File: src/rtl/fetch_pkg.sv
// Shared types and constants for the instruction fetch stage.
package fetch_pkg;

    typedef enum logic [1:0] {
        S_REQ,
        S_WAIT,
        S_HOLD
    } fetch_state_t;

    localparam int          INSTR_BYTES      = 4;
    localparam logic [31:0] DEFAULT_RESET_PC = 32'h0000_0000;

endpackage

File: src/rtl/fetch_unit_pc_next.sv
// Next-PC selection: sequential PC+4 or the word-aligned branch target.
module pc_next
    import fetch_pkg::*;
#(
    parameter int WIDTH = 32
) (
    input  logic [WIDTH-1:0] pc_i,
    input  logic             pcsrc_i,
    input  logic [WIDTH-1:0] target_i,
    output logic [WIDTH-1:0] next_pc_o
);

    logic [WIDTH-1:0] seq_pc;
    logic [WIDTH-1:0] aligned_target;

    // Plain modular addition, so the last word of the space wraps to address 0.
    assign seq_pc         = pc_i + WIDTH'(INSTR_BYTES);
    assign aligned_target = {target_i[WIDTH-1:2], 2'b00};
    assign next_pc_o      = pcsrc_i ? aligned_target : seq_pc;

endmodule

File: src/rtl/fetch_unit.sv
// Instruction fetch stage: owns the PC, issues one memory request at a time
// and holds the fetched word until the decode stage consumes it.
module fetch_unit
    import fetch_pkg::*;
#(
    parameter int               WIDTH    = 32,
    parameter logic [WIDTH-1:0] RESET_PC = WIDTH'(DEFAULT_RESET_PC),
    parameter int               COUNT_W  = 32
) (
    input  logic               clk,
    input  logic               rst_n,
    input  logic               PCsrc,
    input  logic [WIDTH-1:0]   ImmTarget,
    output logic               imem_req,
    output logic [WIDTH-1:0]   imem_addr,
    input  logic               imem_gnt,
    input  logic               imem_rvalid,
    input  logic [31:0]        imem_rdata,
    output logic [31:0]        instr,
    output logic [WIDTH-1:0]   pc_out,
    output logic               instr_valid,
    input  logic               instr_ready,
    output logic [COUNT_W-1:0] fetch_count
);

    fetch_state_t       state_q, state_d;
    logic [WIDTH-1:0]   pc_q, pc_d;
    logic [WIDTH-1:0]   pc_out_q;
    logic [31:0]        instr_q;
    logic [COUNT_W-1:0] count_q;
    logic [WIDTH-1:0]   next_pc;
    logic               capture;
    logic               handoff;

    // Handshake inputs only matter in their own state, so stray gnt/rvalid are dropped.
    assign capture = (state_q == S_WAIT) && imem_rvalid;
    assign handoff = (state_q == S_HOLD) && instr_ready;

    pc_next #(
        .WIDTH(WIDTH)
    ) u_pc_next (
        .pc_i     (pc_q),
        .pcsrc_i  (PCsrc),
        .target_i (ImmTarget),
        .next_pc_o(next_pc)
    );

    always_ff @(posedge clk or negedge rst_n) begin
        if (!rst_n) begin
            state_q <= S_REQ;
        end else begin
            state_q <= state_d;
        end
    end

    always_comb begin
        state_d = state_q;
        case (state_q)
            S_REQ:   if (imem_gnt)    state_d = S_WAIT;
            S_WAIT:  if (imem_rvalid) state_d = S_HOLD;
            S_HOLD:  if (instr_ready) state_d = S_REQ;
            default: state_d = S_REQ;
        endcase
    end

    always_comb begin
        imem_req    = 1'b0;
        instr_valid = 1'b0;
        case (state_q)
            S_REQ:   imem_req    = 1'b1;
            S_HOLD:  instr_valid = 1'b1;
            default: ;
        endcase
    end

    assign pc_d = handoff ? next_pc : pc_q;

    always_ff @(posedge clk or negedge rst_n) begin
        if (!rst_n) begin
            pc_q     <= RESET_PC;
            pc_out_q <= '0;
            instr_q  <= '0;
            count_q  <= '0;
        end else begin
            pc_q <= pc_d;
            if (capture) begin
                instr_q  <= imem_rdata;
                pc_out_q <= pc_q;
            end
            if (handoff) begin
                count_q <= count_q + COUNT_W'(1);
            end
        end
    end

    assign imem_addr   = pc_q;
    assign instr       = instr_q;
    assign pc_out      = pc_out_q;
    assign fetch_count = count_q;

endmodule

File: config.mk
export PLATFORM = sky130hd
export DESIGN_NAME = fetch_unit
export DESIGN_NICKNAME = d
export VERILOG_FILES = /design/src/rtl/fetch_pkg.sv /design/src/rtl/fetch_unit_pc_next.sv /design/src/rtl/fetch_unit.sv
export SDC_FILE = /design/constraint.sdc
export NUM_CORES = 1
export LEC_CHECK = 0
export ABC_AREA = 1
export BUFFER_PORTS_ARGS = -buffer_cell sky130_fd_sc_hd__buf_4
export CAP_MARGIN = 5
export CORE_MARGIN = 8
export CORE_UTILIZATION = 48
export DETAILED_ROUTE_END_ITERATION = 10
export MAX_ROUTING_LAYER = met4
export PLACE_DENSITY_LB_ADDON = 0.15
export SKIP_LAST_GASP = 1
export SLEW_MARGIN = 40
export SYNTH_ARGS = -nofsm -noshare
export SYNTH_HDL_FRONTEND = slang
export SYNTH_SLANG_ARGS = --single-unit
File: constraint.sdc
create_clock -name clk -period 3.23 [get_ports clk]
set_input_delay 0.1615 -clock clk [delete_from_list [all_inputs] [get_ports clk]]
set_output_delay 0.1615 -clock clk [all_outputs]
set_load 0.01 [all_outputs]
==> impl_metrics.toml <==
[logic_synthesis]
synth_top_area_share_pct = 48.5
async_flop_share_pct = 100
synth-seq-cells = 126
synth_area_leaders = "dfrtp_1 (48%), nand2_1 (15%), nor2_1 (6.8%), mux2_2 (6.1%), o21ai_0 (4.2%)"
synth_xor_area_share_pct = 2.69
synth_edf_count = 0
synth.distinct_cells = 34
synthAdderAreaFrac_pct = 0.385
netlist_area_mm2 = 0.00651
synth_seq_area_share_pct = 48.5
avgSynthCellArea_um2 = 7.88
ys.flop_type = "dfrtp_1"
muxShareOfSynthArea_pct = 6.06
synth_top_cell_by_area = "dfrtp_1"
synth_top_family_by_area = "simple AND/OR/NAND/NOR gates"
yosysWarningCount = 0
synthCells = 826
synth_compound_area_share_pct = 6.58
synth-simple-area-share_pct = 29.8

[global_routing]
grtUsageTotal_pct = 23.2
antenna_found_initial = 0
grt_first_pass_wirelength_um = 32100
overflow = 0
grt_max_degree = 81
grt_pass1_vias = 6242

[pwr]
leakagePower_nw = 4.37
irDropWorstVdd_mv = 0.536
p_per_area_mw_per_mm2 = 821

[final_layout]
diodes = 0
drive_gt1_share_pct = 27.1
fin_nets = 1127
area_growth_pct = 38.8

[sta]
setup_viol = 0
fmax_mhz = 529
final_hold_viol_count = 0
timing.final.crit_share_pct = 58.5
period_minus_slack_ps = 1890
tns_ps = 0
fin_skew_ps = 6.89
slew_viol_final = 0
tightest_slew_ps = 806
layout_setup_ws_ps = 1340
rsz0062_at_grt = "false"
max_slew_margin_pct = 46.2

[floorplan]
dieArea_mm2 = 0.0175
num_rows = 42
die_h_um = 132
io_pins = 200
initial_core_util_pct = 49.1
core_area_mm2 = 0.0132
die_x_um = 132

[place]
portBuffers = 193
place_ws_ps = 1320
dpl.hpwl_um = 14000
gp_congestion = 0.907

[worst_setup_path]
path_max_fanout = 7
worstSetupPathType = "flip-flop to flip-flop"
critPathRequiredTime_ps = 3540
cp.arrival_ps = 2200
critPathLaunchType = "flip-flop"
cp-end-kind = "flip-flop"

[cts]
clk_pin_slew_ps = 60
clock_latency_ps = 410
cts_htree_levels = 4
clockRootBuffer = "clkbuf_16"
clock_sinks = 126
cts_buffer_depth = 2
cts_buffers = 17
cts_setup_buffers = 0
cts_tree = "done"

[outcome]
status = "finished clean"

[route]
drt.antenna.violating_nets = 0
vias = 6227
wl_per_cell_um = 15.8
drc = 0
first_iter_violations = 365
avgViaCountPerCell = 5.01
dr.pass1.iters = 5
routed_wl_um = 19700

[flow_run]
drv_cap = 0

[min_path]
min_path_type = "input port to flip-flop"
[cell usage after synthesis, types with 2 or more instances]
cell / instances
nor2_2: 9
inv_2: 2
nor3_1: 4
nand4_1: 5
nand2_1: 268
nand3_2: 4
mux2_2: 35
xor2_1: 13
inv_1: 67
dfrtp_1: 126
buf_2: 8
nor2_1: 118
nand2_2: 3
nand3_1: 40
o21ai_1: 4
nor2_4: 5
clkbuf_1: 8
ha_1: 2
buf_4: 4
nand3b_1: 6
o31ai_1: 3
a21oi_1: 15
o21ai_0: 55
buf_1: 6
xnor2_1: 7
[cells by family after synthesis]
| kind of cell | Yosys count |
|---|---|
| adders and majority gates | 2 |
| xor gates and xnor gates | 20 |
| AOI/OAI and AO/OA | 82 |
| and+or+nand+nor | 464 |
| buffers and inverters | 96 |
| other | 1 |
| muxes | 35 |
| DFF | 126 |
[report_power, final]
group	switching, mW	total, mW	internal [mW]
Combinational	1.50	2.87	1.37
Clock	0.725	1.80	1.07
Sequential	0.563	2.75	2.18
[cell usage in the layout, fill, tap and decap left out, drive strengths merged, types with 2 or more instances in the layout]
master / synthesis / final
a21oi: 15 / 15
buf: 18 / 197
clkbuf: 8 / 18
clkinv: 1 / 9
clkinvlp: 0 / 4
conb: 1 / 4
dfrtp: 126 / 126
dlygate4sd3: 0 / 36
ha: 2 / 2
inv: 69 / 70
mux2: 35 / 35
nand2: 271 / 271
nand3: 45 / 45
nand3b: 6 / 6
nand4: 5 / 5
nor2: 132 / 132
nor3: 4 / 4
o21ai: 59 / 59
o31ai: 3 / 3
xnor2: 7 / 7
xor2: 13 / 13
[final timing paths]
path                                                     to                     start  slack (ps)  depth (start not counted)
worst max-delay path              imem_addr[24]$_DFFE_PN0N_  imem_addr[3]$_DFFE_PN0N_        1340                         10
worst min-delay path               imem_addr[2]$_DFFE_PN0N_              ImmTarget[2]          40                          3
worst max register to register    imem_addr[24]$_DFFE_PN0N_  imem_addr[3]$_DFFE_PN0N_        1340                         10
worst min register to register       pc_out[31]$_DFFE_PN0P_    pc_out[31]$_DFFE_PN0P_         490                          2
max in group asynchronous         imem_addr[10]$_DFFE_PN0N_                     rst_n        2070                          3
min in group asynchronous       fetch_count[12]$_DFFE_PN0N_                     rst_n         310                          2
[cell type report]
type	count	area, um^2
repair buffers	233	1850
flip-flops and latches	126	3150
well taps	176	220
inverters	70	264
multi-input cells	607	2990
clock inverters	14	120
clock buffers	18	439
fillers	1099	4210
[critical path, stage by stage, from the launching register on]
cell and delay (ps):
dfrtp_1 440, ha_1 200, nand2_1 100, nor2_4 210, nand2_1 260, nor2_2 220, nand2_1 80, nand2_1 50
nand3_1 60, nand2_1 100, nand2_1 50
[state kept, by name, summed over array words and instances (netlist names)]
register     cells
fetch_count     32
imem_addr       30
instr           32
pc_out          30
state_q          2
[routing by layer]
layer	vias to the layer above	global-route usage, %	part of all wire (%)
li1	3066	-	-
met3	21	6.13	7.2
met2	224	35.0	47
met4	0	7.26	1.2
met5	-	-	0
met1	2916	29.9	45
[through the flow]
stage,hold WS [ps],cell area (um^2),power (mW),utilization (%),instances
2_1_floorplan,-134,6520,4.09,-,829
3_3_place_gp,216,8110,5.52,61.3,1176
3_5_place_dp,215,8110,5.59,61.3,1176
4_1_cts,31.4,9030,7.46,68.2,1244
5_1_grt,48.6,9030,7.92,68.2,1244
6_report,42.2,9030,7.42,68.2,1244
[repair_timing]
item                      4_1_cts  5_1_grt
gates resized for setup         0        0
hold endpoints to repair       80        0
hold buffers                   36        0
Power figures use the tool's default switching activity.
